`src/rtl/ct_lsu_dcache_tag_req_ctrl.sv`:
```
// LSU dcache load-tag SRAM requester: single read/write access
// arbitration against a full invalidate sweep, with one-cycle read return.
module ct_lsu_dcache_tag_req_ctrl #(
    parameter int SETS          = 512,
    parameter int IDX_W         = 9,
    parameter bit INIT_ON_RESET = 1'b1
) (
    input  logic             forever_cpuclk,
    input  logic             cpurst,
    input  logic             req_vld,
    output logic             req_rdy,
    input  logic             req_wr,
    input  logic [1:0]       req_way_mask,
    input  logic [IDX_W-1:0] req_idx,
    input  logic [26:0]      req_tag,
    input  logic             inv_start,
    output logic             inv_busy,
    output logic             inv_done,
    output logic             rsp_vld,
    output logic [26:0]      rsp_tag_way0,
    output logic [26:0]      rsp_tag_way1,
    output logic             tag_gateclk_en,
    output logic             tag_sel_b,
    output logic             tag_gwen_b,
    output logic [1:0]       tag_wen_b,
    output logic [IDX_W-1:0] tag_idx,
    output logic [53:0]      tag_din,
    input  logic [53:0]      tag_dout
);

    typedef enum logic {
        ST_IDLE  = 1'b0,
        ST_SWEEP = 1'b1
    } state_t;

    localparam logic [IDX_W-1:0] LP_LAST     = IDX_W'(SETS - 1);
    localparam logic [IDX_W-1:0] LP_IDX_MASK = IDX_W'(SETS - 1);

    state_t           r_state;
    state_t           w_state_nxt;
    logic [IDX_W-1:0] r_cnt;
    logic [IDX_W-1:0] w_cnt_nxt;
    logic             r_init_done;
    logic             w_init_done_nxt;
    logic             r_rsp_vld;
    logic             w_rsp_vld_nxt;
    logic             r_inv_done;
    logic             w_inv_done_nxt;

    logic             w_init_pend;
    logic             w_req_rdy;
    logic             w_inv_busy;
    logic             w_sel_b;
    logic             w_gwen_b;
    logic [1:0]       w_wen_b;
    logic [IDX_W-1:0] w_idx;
    logic [53:0]      w_din;

    always_ff @(posedge forever_cpuclk) begin
        if (cpurst) begin
            r_state     <= ST_IDLE;
            r_cnt       <= '0;
            r_init_done <= 1'b0;
            r_rsp_vld   <= 1'b0;
            r_inv_done  <= 1'b0;
        end else begin
            r_state     <= w_state_nxt;
            r_cnt       <= w_cnt_nxt;
            r_init_done <= w_init_done_nxt;
            r_rsp_vld   <= w_rsp_vld_nxt;
            r_inv_done  <= w_inv_done_nxt;
        end
    end

    // The first cycle out of reset turns into a sweep when init is enabled
    assign w_init_pend = INIT_ON_RESET && !r_init_done;

    always_comb begin
        w_state_nxt     = r_state;
        w_cnt_nxt       = r_cnt;
        w_init_done_nxt = r_init_done;
        w_rsp_vld_nxt   = 1'b0;
        w_inv_done_nxt  = 1'b0;
        w_req_rdy       = 1'b0;
        w_inv_busy      = 1'b0;
        w_sel_b         = 1'b1;
        w_gwen_b        = 1'b1;
        w_wen_b         = 2'b11;
        w_idx           = '0;
        w_din           = '0;

        unique case (r_state)
            ST_IDLE: begin
                w_init_done_nxt = 1'b1;
                if (inv_start || w_init_pend) begin
                    w_state_nxt = ST_SWEEP;
                    w_cnt_nxt   = '0;
                end else begin
                    w_req_rdy = 1'b1;
                    if (req_vld && !req_wr) begin
                        w_sel_b       = 1'b0;
                        w_idx         = req_idx & LP_IDX_MASK;
                        w_rsp_vld_nxt = 1'b1;
                    end else if (req_vld && (|req_way_mask)) begin
                        w_sel_b  = 1'b0;
                        w_gwen_b = 1'b0;
                        w_wen_b  = ~req_way_mask;
                        w_idx    = req_idx & LP_IDX_MASK;
                        w_din    = {req_tag, req_tag};
                    end
                end
            end
            ST_SWEEP: begin
                w_inv_busy = 1'b1;
                w_sel_b    = 1'b0;
                w_gwen_b   = 1'b0;
                w_wen_b    = 2'b00;
                w_idx      = r_cnt;
                if (r_cnt == LP_LAST) begin
                    w_state_nxt    = ST_IDLE;
                    w_cnt_nxt      = '0;
                    w_inv_done_nxt = 1'b1;
                end else begin
                    w_cnt_nxt = r_cnt + 1'b1;
                end
            end
            default: begin
                w_state_nxt = ST_IDLE;
                w_cnt_nxt   = '0;
            end
        endcase

        // Reset aborts any access in the same cycle
        if (cpurst) begin
            w_req_rdy  = 1'b0;
            w_inv_busy = 1'b0;
            w_sel_b    = 1'b1;
            w_gwen_b   = 1'b1;
            w_wen_b    = 2'b11;
            w_idx      = '0;
            w_din      = '0;
        end
    end

    assign req_rdy        = w_req_rdy;
    assign inv_busy       = w_inv_busy;
    assign inv_done       = r_inv_done & ~cpurst;
    assign rsp_vld        = r_rsp_vld & ~cpurst;
    assign rsp_tag_way0   = tag_dout[26:0];
    assign rsp_tag_way1   = tag_dout[53:27];
    assign tag_sel_b      = w_sel_b;
    assign tag_gateclk_en = ~w_sel_b;
    assign tag_gwen_b     = w_gwen_b;
    assign tag_wen_b      = w_wen_b;
    assign tag_idx        = w_idx;
    assign tag_din        = w_din;

endmodule

```
`config.mk`:
```
export PLATFORM = sky130hd
export DESIGN_NAME = ct_lsu_dcache_tag_req_ctrl
export DESIGN_NICKNAME = d
export VERILOG_FILES = /design/src/rtl/ct_lsu_dcache_tag_req_ctrl.sv
export SDC_FILE = /design/constraint.sdc
export NUM_CORES = 1
export LEC_CHECK = 0
export CORE_ASPECT_RATIO = 2
export CORE_UTILIZATION = 24
export CTS_CLUSTER_DIAMETER = 100
export DETAILED_ROUTE_END_ITERATION = 12
export PLACE_DENSITY = 0.87
export SYNTH_ARGS = -nofsm -noshare
export SYNTH_HDL_FRONTEND = slang
export SYNTH_SLANG_ARGS = --single-unit
```
`constraint.sdc`:
```
create_clock -name forever_cpuclk -period 1.7 [get_ports forever_cpuclk]
set_input_delay 0.17 -clock forever_cpuclk [delete_from_list [all_inputs] [get_ports forever_cpuclk]]
set_output_delay 0.17 -clock forever_cpuclk [all_outputs]
set_load 0.03 [all_outputs]
```
Word level (Yosys, flattened, before mapping)
Cells that the tools add are included.

$add $sub $neg: 1. Equality and inequality tests: 2. Muxes and demuxes: 37. Bitwise gates (word level): 6. Reductions and logical operators: 8.

Operators with widths (count): two-way mux 54 bit (5); two-way mux 9 bit (6); one-hot mux 9 bit (2 select lines) (2); two-way mux 1 bit (16); adder 9 x 1 -> 9 bit, second input constant (1); equality test 9 bit, second input constant (1); two-way mux 2 bit (4); one-hot mux 1 bit (2 select lines) (3); one-hot mux 2 bit (2 select lines) (1); OR reduction 2 bit (2); inverter 1 bit (3); OR reduction 3 bit (1); bitwise AND 1 bit (2); logical AND 1 bit (2); logical NOT 1 bit (2); inequality test 2 bit, second input constant (1); inverter 2 bit (1); logical OR 1 bit (1).

Flip-flop bits (word level): 13. Output and inout bits: 126. Logic and storage cells: 59.

Depth between registers and ports, before layout
Gate-level depths: netlist (run 1).

Depth in word-level cells: 8. Gate-level depth with buffers: 8. Depth with buffers taken out: 7.

Worst setup path before layout (run 1)
Ideal clock, no wire load.

Path type: register -> output. From: reg r_init_done. To: out tag_idx[0]. Arrival: 1667 ps. Required time: 1530 ps. Slack: -137 ps. Cell stages (with the launch flop): 5. Path buffers: 1. Cells stage by stage: dfxtp_1 -> nand3b_4 -> a211o_1 -> buf_4 -> o21ai_0.

Longest elaborated chain between the ends: 5.

Ends and longest elaborated chain: start, declared (RTL line 43) `logic r_init_done;`; start signal, assigned (RTL line 69) `r_init_done <= w_init_done_nxt;`; logical NOT 1 bit (RTL line 76) `assign w_init_pend = INIT_ON_RESET && !r_init_done;`; logical OR 1 bit (RTL line 95) `if (inv_start || w_init_pend) begin`; two-way mux 9 bit (RTL line 95); one-hot mux 9 bit (2 select lines) (RTL line 92) `unique case (r_state)`; two-way mux 9 bit (RTL line 134) `if (cpurst) begin`; end, declared (RTL line 26) `output logic [IDX_W-1:0] tag_idx,`.

No other way between the ends.

Worst setup path in the final report (run 1)
From: reg r_cnt[4]. To: reg r_cnt[6].

Longest elaborated chain between the ends: 3. Elaborated cells between the ends (all ways): 4. Those cells by class: add/sub: 1; eq/ne: 1; mux: 2.

Ends and longest elaborated chain: start, declared (RTL line 41) `logic [IDX_W-1:0] r_cnt;`; start signal, assigned (RTL line 68) `r_cnt <= w_cnt_nxt;`; adder 9 x 1 -> 9 bit / equality test 9 bit (equally long branches) (RTL line 124, 119); two-way mux 9 bit (*) (RTL line 119) `if (r_cnt == LP_LAST) begin`; one-hot mux 9 bit (2 select lines) (*) (RTL line 92).

Mark *: on every way between the ends. The rest lies on a longest branch, timed or not. A chain may end at the register's enable or synchronous reset.

==> results.cfg, run 1 <==
[synth]
syn_area_um2 = 1740
synth-async-reset-ratio = 0
yosysTopAreaCellShare = 0.359
synth_edf_count = 0
ys_seq_area_frac = 0.150
syn-num-nets = 319
ys_types = 39
yosysWarnings = 0
synth_common_cells = 83 x buf_4, 29 x and2_1, 13 x dfxtp_1, 13 x nand2_1, 11 x inv_1
ys.flop_type = dfxtp_1
synth.most_common_cell = buf_4
synth-seq-cells = 13
syn_inst = 220
yosys-top-cells-area = buf_4 36%, dfxtp_1 15%, and2_1 10%
avgSynthCellArea_um2 = 7.89
yosysTopAreaCell = buf_4

[clock_network]
clock_path_buffers = 2
root_buffer = clkbuf_16
insertion_delay_ns = 0.24
clkTransAtPathRegs_ns = 0.04
cts_hold_buf = 0
cts_sinks = 13
cts_tree = yes
cts_max_level = 1
cts_buffers = 3

[global_routing]
grt_pass1_wl_um = 9200
first_global_vias = 1580
grt_start_max_net_pins = 15
grtUsageTotal = 0.161
gr-total-overflow = 0
antenna_found_initial = 0

[drt]
drc = 0
final_antenna_net_count = 0
wirelength_um = 6430
post_drt_wl_per_cell_um = 17.3
via_count = 1658
dr.pass1.iters = 4
drt_iter0_drc = 21
via_per_inst = 4.46

[worst_setup_path]
cp.arrival_ns = 1.84
reg2reg_from = r_cnt[4]$_SDFFE_PP0P_
endpoint_kind = register
startpoint_type = register
cpMaxStageDelayCell = or4b_1
rr_worst_depth = 7
crit_type = register to register
r2r_setup_slack_ns = 0.04
crit_required_ns = 1.88
crit_family = simple AND/OR/NAND/NOR gates
slowest_delay_ns = 0.47
cp_num_buf_inv = 0
cp_max_fo = 3
crit_chain = and3_1, nand2_1, nor2_2, ha_2, nor3b_4, or4b_1, nand3_1
reg2reg_to = r_cnt[6]$_SDFFE_PP0P_

[finish]
nets = 382
drive_gt1_frac = 0.550
antennaDiodeCount = 0
layout.cells.non_filler = 372
fillCellCount = 680
syn2layout_area_growth_pct = 55.2
fin_area_um2 = 2690

[timing]
finalSetupTns_ns = 0
final-hold-violation-count = 0
maxSlewViolCount = 0
timing.hold.ws_ns = 0.340
slew_headroom = 0.798
finalCritPeriodShare = 0.977
min_period_ns = 1.66
grt_setup_unrepaired = yes
worst_slew_pin_slew_ns = 0.301
max_freq_mhz = 602
worst_clock_skew_ns = 0.00164
setup_viol = 0

[placed_design]
port_buffers = 114
place_inst = 358
place_congestion = 0.830
hpwl_um = 5380
dpl_cell_area_um2 = 2400

[power]
combPwrFrac = 0.377
power.clock.fraction = 0.353
swShare = 0.291
seqPwrFrac = 0.270
power_density_nw_per_um2 = 469
ir_drop_mv = 0.456
power_leakage_nw = 1.26
p_switching_mw = 0.368
p_int_mw = 0.896
total_power_mw = 1.26

[hold_path]
min_path_cells = 0
hold_path_startpoint = tag_dout[16]
hold_path_end = rsp_tag_way0[16]
min_path_type = input port to primary output

[die]
die_w_um = 62.1
rows = 43
start_util = 0.250
die_area_um2 = 7600
die_h_um = 122
ios = 223
core_um2 = 6940

[outcome]
status = finished clean

[job]
drv_cap = 0
==> logic make-up after synthesis <==
kind of cell | share of synthesized area
buffers and inverters | 0.409
flip-flops | 0.150
adder cells (fa/ha/maj) | 0.0144
AO/OA/AOI/OAI | 0.136
multiplexers | 0.0173
AND/OR/NAND/NOR | 0.269
XOR/XNOR | 0.00505
==> routing by layer <==
layer,part of all wire,global-route usage,wire length [µm]
met5,0,0,0
met4,0.089,0.131,572
met3,0.18,0.128,1190
met2,0.49,0.288,3140
met1,0.24,0.102,1530
==> placed cells by master, fill, tap and decap left out, types with 4 or more instances in the layout <==
cell type        count
a21oi_1              5
nand2_1             13
o32ai_2              6
buf_6               23
o21ai_0              7
nand2b_1             4
and2_1               6
buf_12               5
buf_4               78
inv_1               11
and2_4              11
clkdlybuf4s50_1     36
nand3_1              4
and2_2              12
dfxtp_1             11
==> stage by stage <==
| step | setup WS (ns) | util |
|---|---|---|
| finish | 0.0399 | 0.388 |
| global route | -0.0312 | 0.388 |
| CTS | -0.0106 | 0.387 |
| detailed placement | -0.222 | 0.346 |
| global placement | -0.213 | 0.346 |
| floorplan | -0.137 | - |
==> power by group through the flow <==
stage	registers, mW	clock network [mW]	logic (mW)
after global placement	0.348	0	0.422
final	0.342	0.446	0.476
after detailed placement	0.348	0	0.432
after CTS	0.339	0.448	0.469
after floorplan	0.340	0	0.457
after global routing	0.344	0.467	0.511
==> cell type report <==
cell class                 instances  area [µm²]  share of cell area
multi-input combinational        106         850               0.315
tap                               90         113              0.0418
clock buffer                       4        78.8              0.0293
timing repair buffer             148        1350               0.500
sequential                        13         265              0.0985
inverter                          11        41.3              0.0153
==> sequential cells by signal, summed over array words and instances, names as in the netlist <==
register     cells
r_init_done      1
r_state          1
r_rsp_vld        1
r_inv_done       1
r_cnt            9
==> worst max-delay path by stage <==
stage	from	slack (ns)	cells past startpoint	end
after floorplan	r_init_done$_SDFFE_PP0N_	-0.14	4	tag_idx[0]
after global placement	req_vld	-0.21	5	tag_idx[8]
after detailed placement	req_vld	-0.22	5	tag_idx[8]
after CTS	r_state$_SDFF_PP0_	-0.01	6	tag_din[35]
after global routing	r_cnt[4]$_SDFFE_PP0P_	-0.03	7	r_cnt[6]$_SDFFE_PP0P_
final	r_cnt[4]$_SDFFE_PP0P_	0.04	7	r_cnt[6]$_SDFFE_PP0P_
==> timing repair <==
item,4_1_cts,5_1_grt
gates resized for setup,41,17
gates cloned,2,0
endpoints found under the setup margin,69,53
pin swaps,2,6
buffers inserted,8,2
(Power assumes the default switching activity.)
==> inputs of run 2 (changes only) <==
--- a/config.mk
+++ b/config.mk
@@ -5,7 +5,7 @@
 export SDC_FILE = /design/constraint.sdc
 export NUM_CORES = 1
 export LEC_CHECK = 0
-export CORE_ASPECT_RATIO = 2
+export CORE_ASPECT_RATIO = 0.8
 export CORE_UTILIZATION = 24
 export CTS_CLUSTER_DIAMETER = 100
 export DETAILED_ROUTE_END_ITERATION = 12
==> results.cfg, run 2 (same netlist as run 1, synthesis figures left out) <==
[clock_network]
insertion_delay_ns = 0.25
clkTransAtPathRegs_ns = 0.06
cts_sinks = 13
cts_buffers = 3
cts_tree = yes
cts_hold_buf = 0
root_buffer = clkbuf_8
clock_path_buffers = 2
cts_max_level = 1

[finish]
top_register = r_cnt
seq_area_um2 = 265
nets = 381
layout.cells.non_filler = 368
final_cell_mix = 64 x buf_6, 36 x clkdlybuf4s50_1, 34 x buf_4
drive_gt1_frac = 0.559
fillCellCount = 686
mostFrequentLayoutCell = buf_6
syn2layout_area_growth_pct = 69.4
antennaDiodeCount = 0
multi_input_area_um2 = 950
largest_reg_flops = 9

[power]
p_int_mw = 0.771
power.clock.fraction = 0.252
power_leakage_nw = 1.30
ir_drop_mv = 0.213
power_density_nw_per_um2 = 392
p_switching_mw = 0.382
combPwrFrac = 0.449
seqPwrFrac = 0.300
swShare = 0.331

[placed_design]
place_congestion = 0.834
hpwl_um = 4510
port_buffers = 114
place_inst = 358

[worst_setup_path]
crit_required_ns = 1.53
cp.arrival_ns = 1.60
crit_top_cell = buf_6
endpoint_kind = primary output
crit_type = register to primary output
crit_chain = nand3b_4, buf_6, nor4_4, buf_6, buf_6, buf_6, and2_4, buf_6
cpMaxStageDelayCell = dfxtp_2
cp_max_fo = 6
slowest_delay_ns = 0.35
startpoint_type = register

[timing]
setup_viol = 40
final-hold-violation-count = 0
fin_ws_ns = -0.0690
min_period_ns = 1.77
max_freq_mhz = 565
slew_headroom = 0.814
worst_slew_pin_slew_ns = 0.279
finalSetupTns_ns = -1.23
maxSlewViolCount = 0
worst_clock_skew_ns = 0.00312
finalCritPeriodShare = 1.04
grt_setup_unrepaired = yes

[die]
ios = 223
die_area_um2 = 7580
rows = 27
die_h_um = 78.1
core_um2 = 6930
die_w_um = 97.1
start_util = 0.251

[drt]
drc = 0
via_per_inst = 4.38
wirelength_um = 5930
final_antenna_net_count = 0
post_drt_wl_per_cell_um = 16.1
dr.pass1.iters = 4
via_count = 1613
drt_iter0_drc = 41

[global_routing]
grt_pass1_wl_um = 8810
grt_start_max_net_pins = 16
grtUsageTotal = 0.147
antenna_found_initial = 0
first_global_vias = 1681
gr-total-overflow = 0

[job]
drv_cap = 0

[hold_path]
min_path_type = input port to primary output

[outcome]
violations = negative setup slack
status = finished, violations left
run 2: cell types whose count changed in the layout (fill, tap and decap cells not counted), moves of 3 or more:
cell | previous run | this run
buf_6 | 23 | 64
clkbuf_8 | 0 | 3
dlygate4sd2_1 | 3 | 6
o21ai_1 | 1 | 7
o32ai_4 | 0 | 5
dfxtp_2 | 1 | 4
o32ai_2 | 6 | 1
buf_4 | 78 | 34
and2_4 | 11 | 27
clkbuf_16 | 3 | 0
clkbuf_2 | 3 | 0
o21ai_0 | 7 | 1
and2_1 | 6 | 2
and2_2 | 12 | 0
run 2: path summary, 6_finish.rpt:
path                                 start                     to  slack, ns  cells past startpoint
hold / removal                tag_dout[14]       rsp_tag_way0[14]       0.34                      0
setup / recovery  r_init_done$_SDFFE_PP0N_            tag_din[42]      -0.07                      8
setup reg to reg     r_cnt[0]$_SDFFE_PP0P_  r_cnt[6]$_SDFFE_PP0P_       0.09                      7
hold reg to reg      r_cnt[6]$_SDFFE_PP0P_  r_cnt[6]$_SDFFE_PP0P_       0.50                      2
run 2: metal layers:
layer / vias up / wire length (µm) / GRT usage
met5: - / 0 / 0
met4: 0 / 188 / 0.0761
met3: 9 / 685 / 0.0757
met2: 85 / 2800 / 0.226
met1: 752 / 2260 / 0.168
li1: 767 / - / -
run 2: area by class of cell:
type | count | area share
Timing Repair Buffer | 147 | 0.520
Multi-Input combinational cell | 106 | 0.323
Sequential cell | 13 | 0.0903
Tap cell | 87 | 0.0370
Clock buffer | 4 | 0.0153
Inverter | 11 | 0.0140
run 2: worst max-delay path: cells and delay by family, from the launching register on:
family	cells	cell delay (ns)
and+or+nand+nor	3	0.37
DFF	1	0.35
buffers and inverters	5	0.63
run 2: timing repair:
action                                  4_1_cts  5_1_grt
resized for setup                           108       14
endpoints found under the setup margin       73       72
pin swaps                                    17        2
cloned                                        2        0
setup buffers                                 3        2
run 2: metrics by stage:
step	power, mW	hold slack, ns	utilization	setup WS (ns)	cell area, µm²
after CTS	1.15	0.340	0.417	-0.0698	2890
final	1.15	0.340	0.424	-0.0690	2940
after detailed placement	0.822	0.340	0.353	-0.207	2440
after global placement	0.812	0.340	0.353	-0.233	2440
after global routing	1.20	0.340	0.424	-0.171	2940
after floorplan	0.797	0.247	-	-0.137	1770
run 2: power groups by stage:
| stage | clock network [mW] | logic [mW] | registers (mW) |
|---|---|---|---|
| floorplan | 0 | 0.457 | 0.340 |
| global placement | 0 | 0.467 | 0.345 |
| detailed placement | 0 | 0.476 | 0.346 |
| CTS | 0.293 | 0.510 | 0.342 |
| global route | 0.302 | 0.550 | 0.348 |
| finish | 0.290 | 0.518 | 0.345 |
==> inputs of run 3 (changes only) <==
--- a/config.mk
+++ b/config.mk
@@ -7,9 +7,10 @@
 export LEC_CHECK = 0
 export CORE_ASPECT_RATIO = 0.8
 export CORE_UTILIZATION = 24
+export CTS_BUF_LIST = sky130_fd_sc_hd__clkbuf_16
 export CTS_CLUSTER_DIAMETER = 100
 export DETAILED_ROUTE_END_ITERATION = 12
-export PLACE_DENSITY = 0.87
+export PLACE_DENSITY = 0.8
 export SYNTH_ARGS = -nofsm -noshare
 export SYNTH_HDL_FRONTEND = slang
 export SYNTH_SLANG_ARGS = --single-unit
==> results.cfg, run 3 (same netlist as run 1, synthesis figures left out) <==
[outcome]
status = finished, violations left
violations = negative setup slack

[clock_network]
root_buffer = clkbuf_16
cts_hold_buf = 0
insertion_delay_ns = 0.24
clock_path_buffers = 2
cts_sinks = 13
cts_max_level = 1
clkTransAtPathRegs_ns = 0.04
cts_buffers = 3
cts_tree = yes

[worst_setup_path]
rr_worst_depth = 8
critPathCapture = tag_idx[7]
crit_start = r_init_done$_SDFFE_PP0N_
crit_top_cell = buf_6
endpoint_kind = primary output
r2r_setup_slack_ns = 0.07
crit_required_ns = 1.53
startpoint_type = register
cp.arrival_ns = 1.60
crit_family = buffers and inverters
crit_chain = nand3b_4, buf_6, a211o_1, buf_6, o32ai_2, buf_4
slowest_delay_ns = 0.34
cpMaxStageDelayCell = dfxtp_2
crit_cells = 6
reg2reg_from = r_cnt[0]$_SDFFE_PP0P_
cp_num_buf_inv = 3
crit_type = register to primary output
reg2reg_to = r_cnt[7]$_SDFFE_PP0P_
cp_max_fo = 8

[drt]
via_count = 1620
top_layer_used = met4
wl_met1_um = 2330
wirelength_um = 5710
wl_met2_um = 2800
final_antenna_net_count = 0
drt_iter0_drc = 45
dr.pass1.iters = 4
wl_met3_um = 549
post_drt_wl_per_cell_um = 15.4
via_per_inst = 4.37
drc = 0

[placed_design]
place_congestion = 0.779
hpwl_um = 4280
port_buffers = 114
post-place-ws_ns = -0.212

[finish]
largest_reg_flops = 9
final_cell_mix = 62 x buf_6, 41 x buf_4, 36 x clkdlybuf4s50_1
fillCellCount = 674
antennaDiodeCount = 0
seq_area_um2 = 265
multi_input_area_um2 = 918
drive_gt1_frac = 0.574
nets = 384
syn2layout_area_growth_pct = 69.9
top_register = r_cnt
mostFrequentLayoutCell = buf_6

[power]
power_density_nw_per_um2 = 428
ir_drop_mv = 0.341
total_power_mw = 1.26
power_leakage_nw = 1.33

[timing]
finalCritPeriodShare = 1.04
setup_viol = 50
grt_setup_unrepaired = yes
timing.hold.ws_ns = 0.229
min_period_ns = 1.77
worst_slew_pin_slew_ns = 0.261
slew_headroom = 0.825
maxSlewViolCount = 0
fin_ws_ns = -0.0721
worst_clock_skew_ns = 0.000386
final-hold-violation-count = 0
max_freq_mhz = 564

[hold_path]
min_path_type = input port to register

[die]
rows = 27
die_h_um = 78.1
die_area_um2 = 7580
ios = 223
start_util = 0.251
die_w_um = 97.1
core_um2 = 6930

[global_routing]
first_global_vias = 1629
grtUsageTotal = 0.142
gr-total-overflow = 0
antenna_found_initial = 0
grt_pass1_wl_um = 8670
grt_start_max_net_pins = 15

[job]
drv_cap = 0
==> run 3: worst min-delay path by stage <==
stage | cells past startpoint | slack, ns | end | start
after floorplan | 1 | 0.25 | r_rsp_vld$_SDFF_PP0_ | req_wr
after global placement | 0 | 0.34 | rsp_tag_way0[0] | tag_dout[0]
after detailed placement | 0 | 0.34 | rsp_tag_way0[0] | tag_dout[0]
after CTS | 0 | 0.34 | rsp_tag_way0[0] | tag_dout[0]
after global routing | 2 | 0.24 | r_rsp_vld$_SDFF_PP0_ | req_wr
final | 2 | 0.23 | r_rsp_vld$_SDFF_PP0_ | req_wr
==> run 3: what timing repair did <==
item	in CTS	in global routing
setup buffers	4	4
endpoints found under the setup margin	71	70
gates cloned	2	0
resized for setup	103	14
pin swaps	19	9
endpoints found under the hold margin	0	0
==> run 3: cell type report <==
| cell class | count | area share |
|---|---|---|
| clock buffer | 3 | 0.0255 |
| sequential | 13 | 0.0900 |
| inverter | 11 | 0.0140 |
| tap | 87 | 0.0369 |
| clock inverter | 1 | 0.00127 |
| multi-input combinational | 106 | 0.312 |
| timing repair buffer | 150 | 0.521 |
==> run 3: worst reg2reg max path: stages, from the launching register on <==
cell and delay (ns):
dfxtp_2 0.33, ha_4 0.17, nand3_4 0.10, nor2_4 0.05, ha_4 0.16, nor3b_4 0.22, buf_6 0.14, a21bo_2 0.22
a31oi_2 0.16
==> run 3: layer usage <==
metal | track usage | vias up
met5 | 0 | -
met3 | 0.0668 | 8
met4 | 0.0254 | 0
met1 | 0.172 | 753
li1 | - | 767
met2 | 0.232 | 92
==> run 3: per-stage QoR <==
| stage | std cells | TNS [ns] | util | instance area, µm² |
|---|---|---|---|---|
| after CTS | 368 | -7.03 | 0.412 | 2850 |
| final | 371 | -1.89 | 0.426 | 2950 |
| after global routing | 371 | -6.93 | 0.426 | 2950 |
| after floorplan | 220 | -0.472 | - | 1770 |
| after detailed placement | 358 | -11.78 | 0.349 | 2420 |
| after global placement | 358 | -10.26 | 0.349 | 2420 |
==> run 3: power by group <==
group	total (mW)	switching (mW)	internal [mW]	leakage [nW]
clock network	0.431	0.122	0.309	0.0423
logic	0.482	0.225	0.257	1.18
registers	0.348	0.0229	0.325	0.107
total	1.26	0.369	0.891	1.33
